`config.mk`:
```
export PLATFORM = sky130hd
export DESIGN_NAME = pcm_uart_tx
export DESIGN_NICKNAME = d
export VERILOG_FILES = /design/src/rtl/pcm_uart_tx.sv
export SDC_FILE = /design/constraint.sdc
export NUM_CORES = 1
export LEC_CHECK = 0
export BUFFER_PORTS_ARGS = -buffer_cell sky130_fd_sc_hd__buf_2
export CAP_MARGIN = 20
export CORE_MARGIN = 1.5
export CORE_UTILIZATION = 51
export CTS_BUF_LIST = sky130_fd_sc_hd__clkbuf_16
export DETAILED_ROUTE_END_ITERATION = 8
export PLACE_DENSITY = 0.86
export SYNTH_ARGS = -nofsm -noshare
export SYNTH_HDL_FRONTEND = slang
export SYNTH_SLANG_ARGS = --single-unit
```
`constraint.sdc`:
```
create_clock -name clk -period 3.17 [get_ports clk]
set_clock_uncertainty 0.1 [all_clocks]
set_input_delay 0.317 -clock clk [delete_from_list [all_inputs] [get_ports clk]]
set_output_delay 0.317 -clock clk [all_outputs]
set_load 0.05 [all_outputs]
```
`src/rtl/pcm_uart_tx.sv`:
```
`default_nettype none
`timescale 1ns/1ps
// ============================================================================
// Module      : pcm_uart_tx
// Description : Serialises 32-bit stereo PCM samples onto a UART line.
//               Each accepted sample is sent as four 8N1 bytes in the order
//               [23:16], [31:24], [7:0], [15:8], back-to-back with no idle
//               bits between them. Each bit lasts CLK_FREQ/BAUDRATE cycles.
//               Optional host flow control (cts) is checked before every
//               start bit.
// Config      : `define PCM_TX_FLOW_CTRL_EN enables cts flow control through
//               a 2-flop synchroniser. When it is undefined, cts is ignored.
// Ports       : clk          - system clock, rising edge
//               reset        - synchronous active-high reset
//               sample_in    - [31:16] left, [15:0] right PCM sample
//               sample_valid - sample_in holds a valid sample
//               sample_ready - block accepts a sample this cycle (IDLE)
//               cts          - host clear-to-send, asynchronous
//               tx           - UART serial output, idle high
//               busy         - a sample frame is in flight
// Revision    : 1.0 - initial release
// ============================================================================
module pcm_uart_tx #(
    parameter int CLK_FREQ = 12_000_000,
    parameter int BAUDRATE = 3_000_000
) (
    input  logic        clk,
    input  logic        reset,
    input  logic [31:0] sample_in,
    input  logic        sample_valid,
    output logic        sample_ready,
    input  logic        cts,
    output logic        tx,
    output logic        busy
);

    localparam int CLKS_PER_BIT = CLK_FREQ / BAUDRATE;
    localparam int CNT_W        = (CLKS_PER_BIT > 1) ? $clog2(CLKS_PER_BIT) : 1;
    localparam logic [CNT_W-1:0] C_CNT_LAST = CNT_W'(CLKS_PER_BIT - 1);
    localparam logic [CNT_W-1:0] C_CNT_ONE  = CNT_W'(1);

    typedef enum logic [2:0] {
        S_IDLE     = 3'd0,
        S_WAIT_CTS = 3'd1,
        S_START    = 3'd2,
        S_DATA     = 3'd3,
        S_STOP     = 3'd4
    } state_t;

    state_t           r_state,    w_state_next;
    logic [31:0]      r_sample,   w_sample_next;
    logic [1:0]       r_byte_idx, w_byte_idx_next;
    logic [2:0]       r_bit_cnt,  w_bit_cnt_next;
    logic [CNT_W-1:0] r_clk_cnt,  w_clk_cnt_next;
    logic             w_clk_last;
    logic             w_cts_ok;
    logic [7:0]       w_cur_byte;

`ifdef PCM_TX_FLOW_CTRL_EN
    logic r_cts_meta;
    logic r_cts_sync;

    always_ff @(posedge clk) begin
        if (reset) begin
            r_cts_meta <= 1'b0;
            r_cts_sync <= 1'b0;
        end else begin
            r_cts_meta <= cts;
            r_cts_sync <= r_cts_meta;
        end
    end

    assign w_cts_ok = r_cts_sync;
`else
    // cts is kept on the port for pin compatibility but has no effect.
    logic w_unused_cts;
    assign w_unused_cts = cts;
    assign w_cts_ok     = 1'b1;
`endif

    // Byte order on the wire: [23:16], [31:24], [7:0], [15:8].
    always_comb begin
        w_cur_byte = r_sample[23:16];
        case (r_byte_idx)
            2'd0: w_cur_byte = r_sample[23:16];
            2'd1: w_cur_byte = r_sample[31:24];
            2'd2: w_cur_byte = r_sample[7:0];
            2'd3: w_cur_byte = r_sample[15:8];
            default: w_cur_byte = r_sample[23:16];
        endcase
    end

    assign w_clk_last = (r_clk_cnt == C_CNT_LAST);

    always_ff @(posedge clk) begin
        if (reset) begin
            r_state    <= S_IDLE;
            r_sample   <= 32'd0;
            r_byte_idx <= 2'd0;
            r_bit_cnt  <= 3'd0;
            r_clk_cnt  <= '0;
        end else begin
            r_state    <= w_state_next;
            r_sample   <= w_sample_next;
            r_byte_idx <= w_byte_idx_next;
            r_bit_cnt  <= w_bit_cnt_next;
            r_clk_cnt  <= w_clk_cnt_next;
        end
    end

    // WAIT_CTS doubles as the first cycle of the start bit once flow control
    // permits, so START only covers the remaining CLKS_PER_BIT-1 cycles. This
    // gives the 1-cycle acceptance-to-start latency and seamless bytes.
    always_comb begin
        w_state_next    = r_state;
        w_sample_next   = r_sample;
        w_byte_idx_next = r_byte_idx;
        w_bit_cnt_next  = r_bit_cnt;
        w_clk_cnt_next  = r_clk_cnt;
        tx              = 1'b1;
        busy            = (r_state != S_IDLE);
        sample_ready    = (r_state == S_IDLE);

        case (r_state)
            S_IDLE: begin
                if (sample_valid) begin
                    w_state_next    = S_WAIT_CTS;
                    w_sample_next   = sample_in;
                    w_byte_idx_next = 2'd0;
                    w_bit_cnt_next  = 3'd0;
                    w_clk_cnt_next  = '0;
                end
            end

            S_WAIT_CTS: begin
                tx = ~w_cts_ok;
                if (w_cts_ok) begin
                    w_bit_cnt_next = 3'd0;
                    if (CLKS_PER_BIT == 1) begin
                        w_state_next   = S_DATA;
                        w_clk_cnt_next = '0;
                    end else begin
                        w_state_next   = S_START;
                        w_clk_cnt_next = C_CNT_ONE;
                    end
                end
            end

            S_START: begin
                tx = 1'b0;
                if (w_clk_last) begin
                    w_state_next   = S_DATA;
                    w_clk_cnt_next = '0;
                end else begin
                    w_clk_cnt_next = r_clk_cnt + C_CNT_ONE;
                end
            end

            S_DATA: begin
                tx = w_cur_byte[r_bit_cnt];
                if (w_clk_last) begin
                    w_clk_cnt_next = '0;
                    if (r_bit_cnt == 3'd7) begin
                        w_state_next   = S_STOP;
                        w_bit_cnt_next = 3'd0;
                    end else begin
                        w_bit_cnt_next = r_bit_cnt + 3'd1;
                    end
                end else begin
                    w_clk_cnt_next = r_clk_cnt + C_CNT_ONE;
                end
            end

            S_STOP: begin
                tx = 1'b1;
                if (w_clk_last) begin
                    w_clk_cnt_next = '0;
                    if (r_byte_idx == 2'd3) begin
                        w_state_next    = S_IDLE;
                        w_byte_idx_next = 2'd0;
                    end else begin
                        w_state_next    = S_WAIT_CTS;
                        w_byte_idx_next = r_byte_idx + 2'd1;
                    end
                end else begin
                    w_clk_cnt_next = r_clk_cnt + C_CNT_ONE;
                end
            end

            default: begin
                w_state_next = S_IDLE;
            end
        endcase
    end

endmodule
`default_nettype wire
```
==> results of run 1 <==
==> per-stage QoR <==
stage / instances / setup slack (ps) / hold WS (ps) / util / power (W)
final: 332 / 130.5 / 168.5 / 0.6225 / 0.001323
after global routing: 332 / 18.58 / 165.2 / 0.6225 / 0.001389
after CTS: 332 / 158.8 / 166.1 / 0.6225 / 0.001333
after detailed placement: 324 / 480.1 / 347.9 / 0.5838 / 0.0008547
after global placement: 324 / 540.8 / 343.8 / 0.5838 / 0.0008463
after floorplan: 258 / 531.2 / 333.2 / - / 0.0007943
==> power by group <==
group | total, W | leakage, nW | switching (W) | internal, W
sequential | 0.000611 | 0.344 | 0.0000389 | 0.000572
clock | 0.000479 | 0.0750 | 0.000191 | 0.000288
combinational | 0.000233 | 0.483 | 0.000149 | 0.0000836
total | 0.00132 | 0.902 | 0.000379 | 0.000944
==> synth_stat cells (all sizes together), types with 2 or more instances <==
cell type	instances
buf	10
nor2b	5
clkbuf	10
nor3	6
o21ai	8
nand2b	3
nand3	4
a211oi	5
inv	3
a21oi	45
nor4b	2
nor2	12
ha	7
a22oi	2
a222oi	7
mux2i	2
o21a	2
nand2	73
dfxtp	42
==> sequential cells by signal, summed over array words and instances (netlist names) <==
register and flops:
r_bit_cnt 3, r_clk_cnt 2, r_byte_idx 2, r_sample 32
r_state 3
==> layer usage <==
layer  up-vias  track usage
met5         -            0
met4         0      0.06250
met3         8      0.04966
met2        50       0.3763
met1       842       0.2696
li1        941            -
==> logic make-up (layout without fill, tap and decap cells) <==
family          Yosys count  count (layout)  synth area share
compound gates           73              73            0.2201
fa+ha+maj                 7               7           0.04413
buf+inv                  24              50           0.05359
flops                    42              42            0.4237
mux                       3               3           0.02144
simple gates            109             109            0.2371
==> final cells by class <==
class	count	area (µm²)
repair buffers	38	192.7
multi-input cells	192	1045
fillers	341	1393
clock inverters	3	17.52
well taps	48	60.06
clock buffers	5	125.1
flip-flops and latches	42	840.8
inverters	4	15.01
==> path summary, 6_finish.rpt <==
path | startpoint | to | slack (ps)
setup / recovery | r_byte_idx[0]$_SDFFE_PP0P_ | tx | 130
hold / removal | sample_in[24] | r_sample[24]$_SDFFE_PP0P_ | 170
setup reg to reg | r_state[2]$_SDFFE_PP0P_ | r_sample[5]$_SDFFE_PP0P_ | 1030
hold reg to reg | r_sample[17]$_SDFFE_PP0P_ | r_sample[17]$_SDFFE_PP0P_ | 360
==> worst max-delay path: stages (launching register included) <==
cell and delay [ps]:
dfxtp_1 410, inv_1 100, ha_1 330, a222oi_1 460
a21oi_1 130, mux4_2 490, nor2_1 130, o41ai_2 80
buf_2 220
==> placed cells by master (no fill, tap or decap), types with 7 or more instances in the layout <==
cell type  synthesis  routed
a21oi_1           45      45
a222oi_1           7       7
buf_2              7      37
dfxtp_1           42      42
ha_1               7       7
nand2_1           73      73
nor2_1            12      12
o21ai_0            8       8
==> results.md, run 1 <==
• **count of antenna-violating nets left after detailed routing** 0
• **reported leakage power** 0.9017 nW
• **detailed-router iteration count before antenna repair** 4
• **average wire per standard cell** 12.86 µm
• **Setup violations, final** 0
• **clock transition at the register clock pins on the worst setup and hold paths after CTS** 60 ps
• **Resize count post-CTS** 0
• **Die H** 65.38 µm
• **largest vdd supply drop** 480.7 µV
• **met2 WL** 2117 µm
• **main flop type after synthesis** dfxtp_1
• **length of routed met3 wiring** 240 µm
• **number of antenna violations at the first check in global routing** 0
• **cell count of the worst hold path** 3
• **total global routing track utilization** 0.2172
• **Mean Syn Cell Area** 7.691 µm²
• **global placement routability congestion** 0.8272
• **total placed instance area** 2153 µm²
• **Critical Path End Type** output port
• **Initial Utilization** 0.5380
• **share of synthesized registers carrying an async set or reset** 0
• **fraction of the cycle the final worst path needs** 0.9588
• **die width** 65.38 µm
• **power density over the cells** 576.2 nW/µm²
• **H-tree level count** 2
• **clock insertion delay at the later pin of the skew report** 280 ps
• **area of the die** 4274 µm²
• **setup repair after global routing missed its margin** false
• **critical path data arrival time** 2620 ps
• **NumNets Final** 326
• **global-route wire length before repair** 7203 µm
• **DR DRC count** 0
• **critical path fanouts, max** 8
• **number of antenna repair diodes** 0
• **area of the placeable core** 3689 µm²
• **DRT iter0 DRCs** 121
• **number of synthesized flops with an enable pin** 0
• **postcts setup bufs** 0
• **number of pins with negative max-slew slack in the final report** 0
• **Post-Syn Area** 1984 µm²
• **ranking of synthesized cells by area** dfxtp_1 42%, nand2_1 14%, a21oi_1 11%
• **number of register bits inferred by synthesis** 42
• **clk sinks** 42
• **std cell rows** 22
• **final instance area** 2296 µm²
• **Max Clk Rate** 329.0 MHz
• **post-DP HPWL** 2995 µm
• **cts bufs inserted** 5
• **relative slew slack** 0.3357
• **highest signal layer in the routed design** met4
• **Max Buffers Root-to-Sink** 2
• **number of buffer cells added on primary ports** 37
• **clock tree from TritonCTS** yes
• **proportion of netlist area held by the largest area contributor** 0.4237
• **share of layout cells above drive strength 1** 0.1761
• **vias after detailed routing** 1841
• **number of maximum-capacitance violations** 0
• **Synth area leader** dfxtp_1
• **Remaining Overflow, GRT** 0
• **cts-stage hold buffer count** 0
• **Clk Tree Root Cell** clkbuf_16
• **sum of routed wire length over all layers** 4269 µm
• **count of cells along the worst register-to-register path** 4
• **fin crit period** 3039 ps
• **via count of the first global-routing pass** 1652
• **count of mapped cells out of synthesis** 258
• **Req. time, crit path** 2750 ps
• **category of the worst setup path launch point** flip-flop
• **maximum number of pins on one net before global-route repair** 43
• **number of hold violations in the final report** 0
• **Warnings, synthesis** 0
• **average vias per placed instance** 5.545
• **Met1 Routed Length** 1849 µm
• **distinct cell type count after synthesis** 32
• **Min-Delay Path Class** input pin to flip-flop
• **synthesized net count** 301
• **run status** finished clean
• **share of synthesized area occupied by flip-flops and latches** 0.4237
• **Worst Setup Path Type** flip-flop to output port
• **slew at the pin closest to its max-slew limit** 994.0 ps
• **aggregate negative setup slack** 0 ps
• **I/O pin count** 39
• **P&R area growth vs syn** 15.70%
Note: power is estimated with default switching activity, not from simulation.
==> run 2, diff against run 1 <==
- CORE_UTILIZATION: 51 -> 40
- PLACE_DENSITY: 0.86 -> 0.72
- clock period: 3.17 -> 3.3 ns (I/O delays scaled with it)
==> run 2 against run 1 <==
  * Clock-buffer cell count unchanged
  * Non-clock buffer count increased by 1
  * Die area rose by 26%
  * Sequential cell count did not move
  * Critical path type unchanged
==> results.md, run 2 (synthesis results as in run 1) <==
• **run status** finished clean
• **largest vdd supply drop** 276.1 µV
• **Initial Utilization** 0.4174
• **DRT iter0 DRCs** 118
• **worst flop-to-flop path endpoint** r_state[0]$_SDFFE_PP0P_
• **clock transition at the register clock pins on the worst setup and hold paths after CTS** 60 ps
• **cell count along the critical path** 8
• **proportion of power drawn by combinational gates** 0.165
• **register-to-register setup slack** 1540 ps
• **CP bufs+invs** 2
• **critical path data arrival time** 2570 ps
• **slew at the pin closest to its max-slew limit** 740.5 ps
• **worst slack after detailed placement** 623.4 ps
• **postcts setup bufs** 0
• **most common cell after layout, fill and taps aside** nand2_1
• **sum of routed wire length over all layers** 4398 µm
• **sequential share of power** 0.430
• **Resize count post-CTS** 0
• **FILL cells** 488
• **number of flip-flops under the largest register name** 32
• **number of maximum-capacitance violations** 0
• **commonest cells after routing, fill and taps aside** 73 x nand2_1, 45 x a21oi_1, 42 x dfxtp_1, 37 x buf_2, 12 x nor2_1
• **number of buffer cells added on primary ports** 37
• **total global routing track utilization** 0.1834
• **largest registers** r_sample x32, r_bit_cnt x3, r_state x3
• **reg-to-reg startpoint** r_bit_cnt[0]$_SDFFE_PP0P_
• **via count of the first global-routing pass** 1738
• **share of layout cells above drive strength 1** 0.1789
• **setup repair after global routing missed its margin** false
• **power density over the cells** 579.7 nW/µm²
• **Die H** 73.44 µm
• **count of cells along the worst register-to-register path** 7
• **flip-flop and latch area** 840.8 µm²
• **clock insertion delay at the later pin of the skew report** 290 ps
• **category of the worst setup path launch point** flip-flop
• **Max Buffers Root-to-Sink** 2
• **cell internal pwr** 0.0009860 W
• **maximum number of pins on one net before global-route repair** 43
• **vias after detailed routing** 1817
• **NumNets Final** 327
• **Req. time, crit path** 2870 ps
• **Critical Path End Type** output port
• **number of antenna violations at the first check in global routing** 0
• **CP Capture Point** tx
• **cts bufs inserted** 5
• **std cell rows** 25
• **series of cell instances along the critical path** inv_1, ha_1, a222oi_1, a21oi_1, mux4_2, nor2_1, o41ai_2, buf_2
• **H-tree level count** 2
• **global-route wire length before repair** 7541 µm
• **Clk Tree Root Cell** clkbuf_16
• **clk sinks** 42
• **DR DRC count** 0
• **Setup violations, final** 0
• **fin crit period** 3002 ps
• **fraction of the cycle the final worst path needs** 0.9096
• **number of pins with negative max-slew slack in the final report** 0
• **cts-stage hold buffer count** 0
• **net switching fraction of the power** 0.2765
• **die width** 73.44 µm
• **relative slew slack** 0.5063
• **number of antenna repair diodes** 0
• **Worst Setup Path Type** flip-flop to output port
• **area of the placeable core** 4755 µm²
• **average vias per placed instance** 5.162
• **Remaining Overflow, GRT** 0
• **Max Clk Rate** 333.2 MHz
• **Min-Delay Path Class** input pin to flip-flop
• **Crit-path slowest cell** mux4_2
• **switching power of the nets** 0.0003769 W
• **maximum single-stage delay on the critical path** 470 ps
• **number of hold violations in the final report** 0
• **average wire per standard cell** 12.49 µm
• **reported leakage power** 0.9125 nW
• **area of the die** 5393 µm²
• **power share of the clock group** 0.405
• **combined area of the multi-input logic cells** 1045 µm²
• **P&R area growth vs syn** 18.47%
• **top register by number of flip-flops** r_sample
• **worst setup path startpoint** r_byte_idx[0]$_SDFFE_PP0P_
• **post-DP HPWL** 3003 µm
• **I/O pin count** 39
• **detailed-router iteration count before antenna repair** 4
• **critical path fanouts, max** 8
• **Worst Slack Setup Final** 298.4 ps
• **clock tree from TritonCTS** yes
• **kind of cell with the highest combined delay on the critical path** compound AO/OA/AOI/OAI gates
• **aggregate negative setup slack** 0 ps
• **global placement routability congestion** 0.7411
• **count of antenna-violating nets left after detailed routing** 0
[run 2: cell types whose count changed in the layout (fill, tap and decap cells not counted), sizes merged]
cell | before | now
clkinvlp | 0 | 1
buf | 38 | 39
bufinv | 0 | 1
clkinv | 3 | 1
[run 2: how the worst min path moves through the flow]
stage | from | endpoint | slack [ps] | depth (start not counted)
after detailed placement | r_sample[10]$_SDFFE_PP0P_ | r_sample[10]$_SDFFE_PP0P_ | 350 | 2
after global routing | sample_in[16] | r_sample[16]$_SDFFE_PP0P_ | 180 | 3
final | sample_in[24] | r_sample[24]$_SDFFE_PP0P_ | 180 | 3
after global placement | r_sample[6]$_SDFFE_PP0P_ | r_sample[6]$_SDFFE_PP0P_ | 340 | 2
after CTS | sample_in[24] | r_sample[24]$_SDFFE_PP0P_ | 170 | 3
after floorplan | r_sample[19]$_SDFFE_PP0P_ | r_sample[19]$_SDFFE_PP0P_ | 330 | 2
[run 2: through the flow]
| stage | instances | utilization | hold slack (ps) | power [W] | area (µm²) |
|---|---|---|---|---|---|
| CTS | 352 | 0.4945 | 169.4 | 0.001379 | 2351 |
| global route | 352 | 0.4945 | 182.8 | 0.001429 | 2351 |
| finish | 352 | 0.4945 | 176.3 | 0.001363 | 2351 |
| floorplan | 258 | - | 333.2 | 0.0007630 | 1992 |
| global placement | 344 | 0.4595 | 343.8 | 0.0008195 | 2185 |
| detailed placement | 344 | 0.4595 | 350.4 | 0.0008262 | 2185 |
[run 2: worst reg2reg max path, delay by kind of cell, from the launching register on]
family / cells / cell delay, ps
and+or+nand+nor: 2 / 110
muxes: 1 / 180
adders and majority gates: 2 / 410
DFF: 1 / 490
AOI/OAI and AO/OA: 2 / 330
[run 2: final cells by class]
type                       count  share of cell area
multi-input combinational    192              0.4444
sequential                    42              0.3576
timing repair buffer          39             0.08515
clock buffer                   5             0.05322
tap                           67             0.03566
clock inverter                 3             0.01756
inverter                       4            0.006386
[run 2: routing by layer]
metal	GRT usage	vias up	wire length (µm)
met1	0.2230	828	2079
met3	0.03704	8	181
li1	-	940	-
met5	0	-	0
met4	0.08642	0	92
met2	0.3101	41	2044
[run 2: power groups by stage]
stage               registers (W)  clock network (W)  logic [W]
floorplan                0.000579                  0   0.000184
global placement         0.000595                  0   0.000224
detailed placement       0.000597                  0   0.000229
CTS                      0.000586           0.000564   0.000229
global route             0.000592           0.000581   0.000256
finish                   0.000586           0.000551   0.000225
==> run 3, diff against run 2 <==
- CORE_UTILIZATION: 40 -> 30
- PLACE_DENSITY: 0.72 -> 0.6
- TNS_END_PERCENT: not set -> 100
==> run 3 against run 2 <==
  * Critical path depth unchanged
  * Utilization decreased by 12 points
  * Via count increased by 2.3%
  * Wire length increased by 8.9%
  * First-iteration DRC count increased by 5.9%
  * Final cell count increased by 2.8%
  * Critical path type unchanged
==> results.md, run 3 (synthesis results as in run 1) <==
• **sum of routed wire length over all layers** 4789 µm
• **total placed instance area** 2197 µm²
• **area of the die** 7112 µm²
• **HP Start** sample_in[12]
• **commonest cells after routing, fill and taps aside** 73 x nand2_1, 45 x a21oi_1, 42 x dfxtp_1, 37 x buf_2, 12 x nor2_1
• **top register by number of flip-flops** r_sample
• **area of the placeable core** 6386 µm²
• **fin crit period** 3005 ps
• **critical path data arrival time** 2580 ps
• **clock tree from TritonCTS** yes
• **clock transition at the register clock pins on the worst setup and hold paths after CTS** 60 ps
• **register-to-register setup slack** 1510 ps
• **vias after detailed routing** 1859
• **setup repair after global routing missed its margin** false
• **clk sinks** 42
• **detailed-router iteration count before antenna repair** 5
• **aggregate negative setup slack** 0 ps
• **number of hold violations in the final report** 0
• **fraction of the cycle the final worst path needs** 0.9107
• **run status** finished clean
• **maximum number of pins on one net before global-route repair** 43
• **die width** 84.33 µm
• **FILL cells** 713
• **number of maximum-capacitance violations** 0
• **number of buffer cells added on primary ports** 37
• **Clk Tree Root Cell** clkbuf_16
• **DRT iter0 DRCs** 125
• **Resize count post-CTS** 0
• **cts-stage hold buffer count** 0
• **Setup violations, final** 0
• **slew at the pin closest to its max-slew limit** 764.6 ps
• **worst flop-to-flop path endpoint** r_bit_cnt[0]$_SDFFE_PP0P_
• **Req. time, crit path** 2870 ps
• **largest vdd supply drop** 374.2 µV
• **Worst Setup Path Type** flip-flop to output port
• **most common cell after layout, fill and taps aside** nand2_1
• **number of antenna repair diodes** 0
• **cell count of the worst hold path** 3
• **Max Buffers Root-to-Sink** 2
• **final instance area** 2364 µm²
• **total global routing track utilization** 0.1393
• **postcts setup bufs** 0
• **share of layout cells above drive strength 1** 0.1789
• **std cell rows** 29
• **Initial Utilization** 0.3107
• **post-DP HPWL** 3217 µm
• **number of antenna violations at the first check in global routing** 0
• **H-tree level count** 2
• **Max Clk Rate** 332.8 MHz
• **critical path fanouts, max** 8
• **global-route wire length before repair** 7976 µm
• **reported leakage power** 0.9125 nW
• **count of antenna-violating nets left after detailed routing** 0
• **utilization after layout** 0.3701
• **reg-to-reg startpoint** r_clk_cnt[0]$_SDFFE_PP0P_
• **average vias per placed instance** 5.135
• **Remaining Overflow, GRT** 0
• **NumNets Final** 327
• **Die H** 84.33 µm
• **P&R area growth vs syn** 19.10%
• **Min-Delay Path Class** input pin to flip-flop
• **Critical Path End Type** output port
• **DR DRC count** 0
• **global placement routability congestion** 0.7863
• **power density over the cells** 578.2 nW/µm²
• **largest registers** r_sample x32, r_bit_cnt x3, r_state x3
• **clock insertion delay at the later pin of the skew report** 280 ps
• **count of cells along the worst register-to-register path** 5
• **average wire per standard cell** 13.23 µm
• **cts bufs inserted** 5
• **I/O pin count** 39
• **worst hold slack across all endpoints** 180.8 ps
• **via count of the first global-routing pass** 1775
• **relative slew slack** 0.4903
• **category of the worst setup path launch point** flip-flop
• **number of pins with negative max-slew slack in the final report** 0
• **end point of the worst hold path** r_sample[12]$_SDFFE_PP0P_
• **number of flip-flops under the largest register name** 32
-- run 3: cell counts in the layout (fill, tap and decap cells not counted) --
No cell type changed its count.
-- run 3: routing by layer --
metal,global-route usage,wire length [µm]
met1,0.1777,2236
met4,0.05132,95
met5,0,0
met2,0.2255,2238
met3,0.03933,218
-- run 3: how the worst max path moves through the flow --
| stage | cells past startpoint | endpoint | start |
|---|---|---|---|
| final | 8 | tx | r_byte_idx[0]$_SDFFE_PP0P_ |
| after global routing | 8 | tx | r_byte_idx[0]$_SDFFE_PP0P_ |
| after CTS | 8 | tx | r_byte_idx[0]$_SDFFE_PP0P_ |
| after detailed placement | 8 | tx | r_byte_idx[0]$_SDFFE_PP0P_ |
| after global placement | 8 | tx | r_byte_idx[0]$_SDFFE_PP0P_ |
| after floorplan | 6 | tx | r_byte_idx[0]$_SDFFE_PP0P_ |
-- run 3: final cells by class --
type | instances | area, µm² | area share
clock inverters | 3 | 41.29 | 0.01747
inverters | 4 | 15.01 | 0.006353
repair buffers | 39 | 200.2 | 0.08470
flip-flops and latches | 42 | 840.8 | 0.3557
well taps | 77 | 96.34 | 0.04076
clock buffers | 5 | 125.1 | 0.05294
multi-input cells | 192 | 1045 | 0.4420
-- run 3: where the power goes --
| part | internal [W] | total [W] | switching (W) |
|---|---|---|---|
| clock network | 0.000354 | 0.000550 | 0.000196 |
| registers | 0.000550 | 0.000586 | 0.0000368 |
| logic | 0.0000826 | 0.000230 | 0.000148 |
-- run 3: worst max-delay path, stage by stage, from the launching register on --
cell      delay (ps)
dfxtp_1          400
inv_1            110
ha_1             320
a222oi_1         430
a21oi_1          110
mux4_2           480
nor2_1           130
o41ai_2           80
buf_2            230
-- run 3: metrics by stage --
stage	total power, W	instances	worst slack, ps
global route	0.001434	362	143.0
detailed placement	0.0008294	354	620.2
finish	0.001367	362	294.8
floorplan	0.0007630	258	648.2
CTS	0.001381	362	305.7
global placement	0.0008241	354	632.2
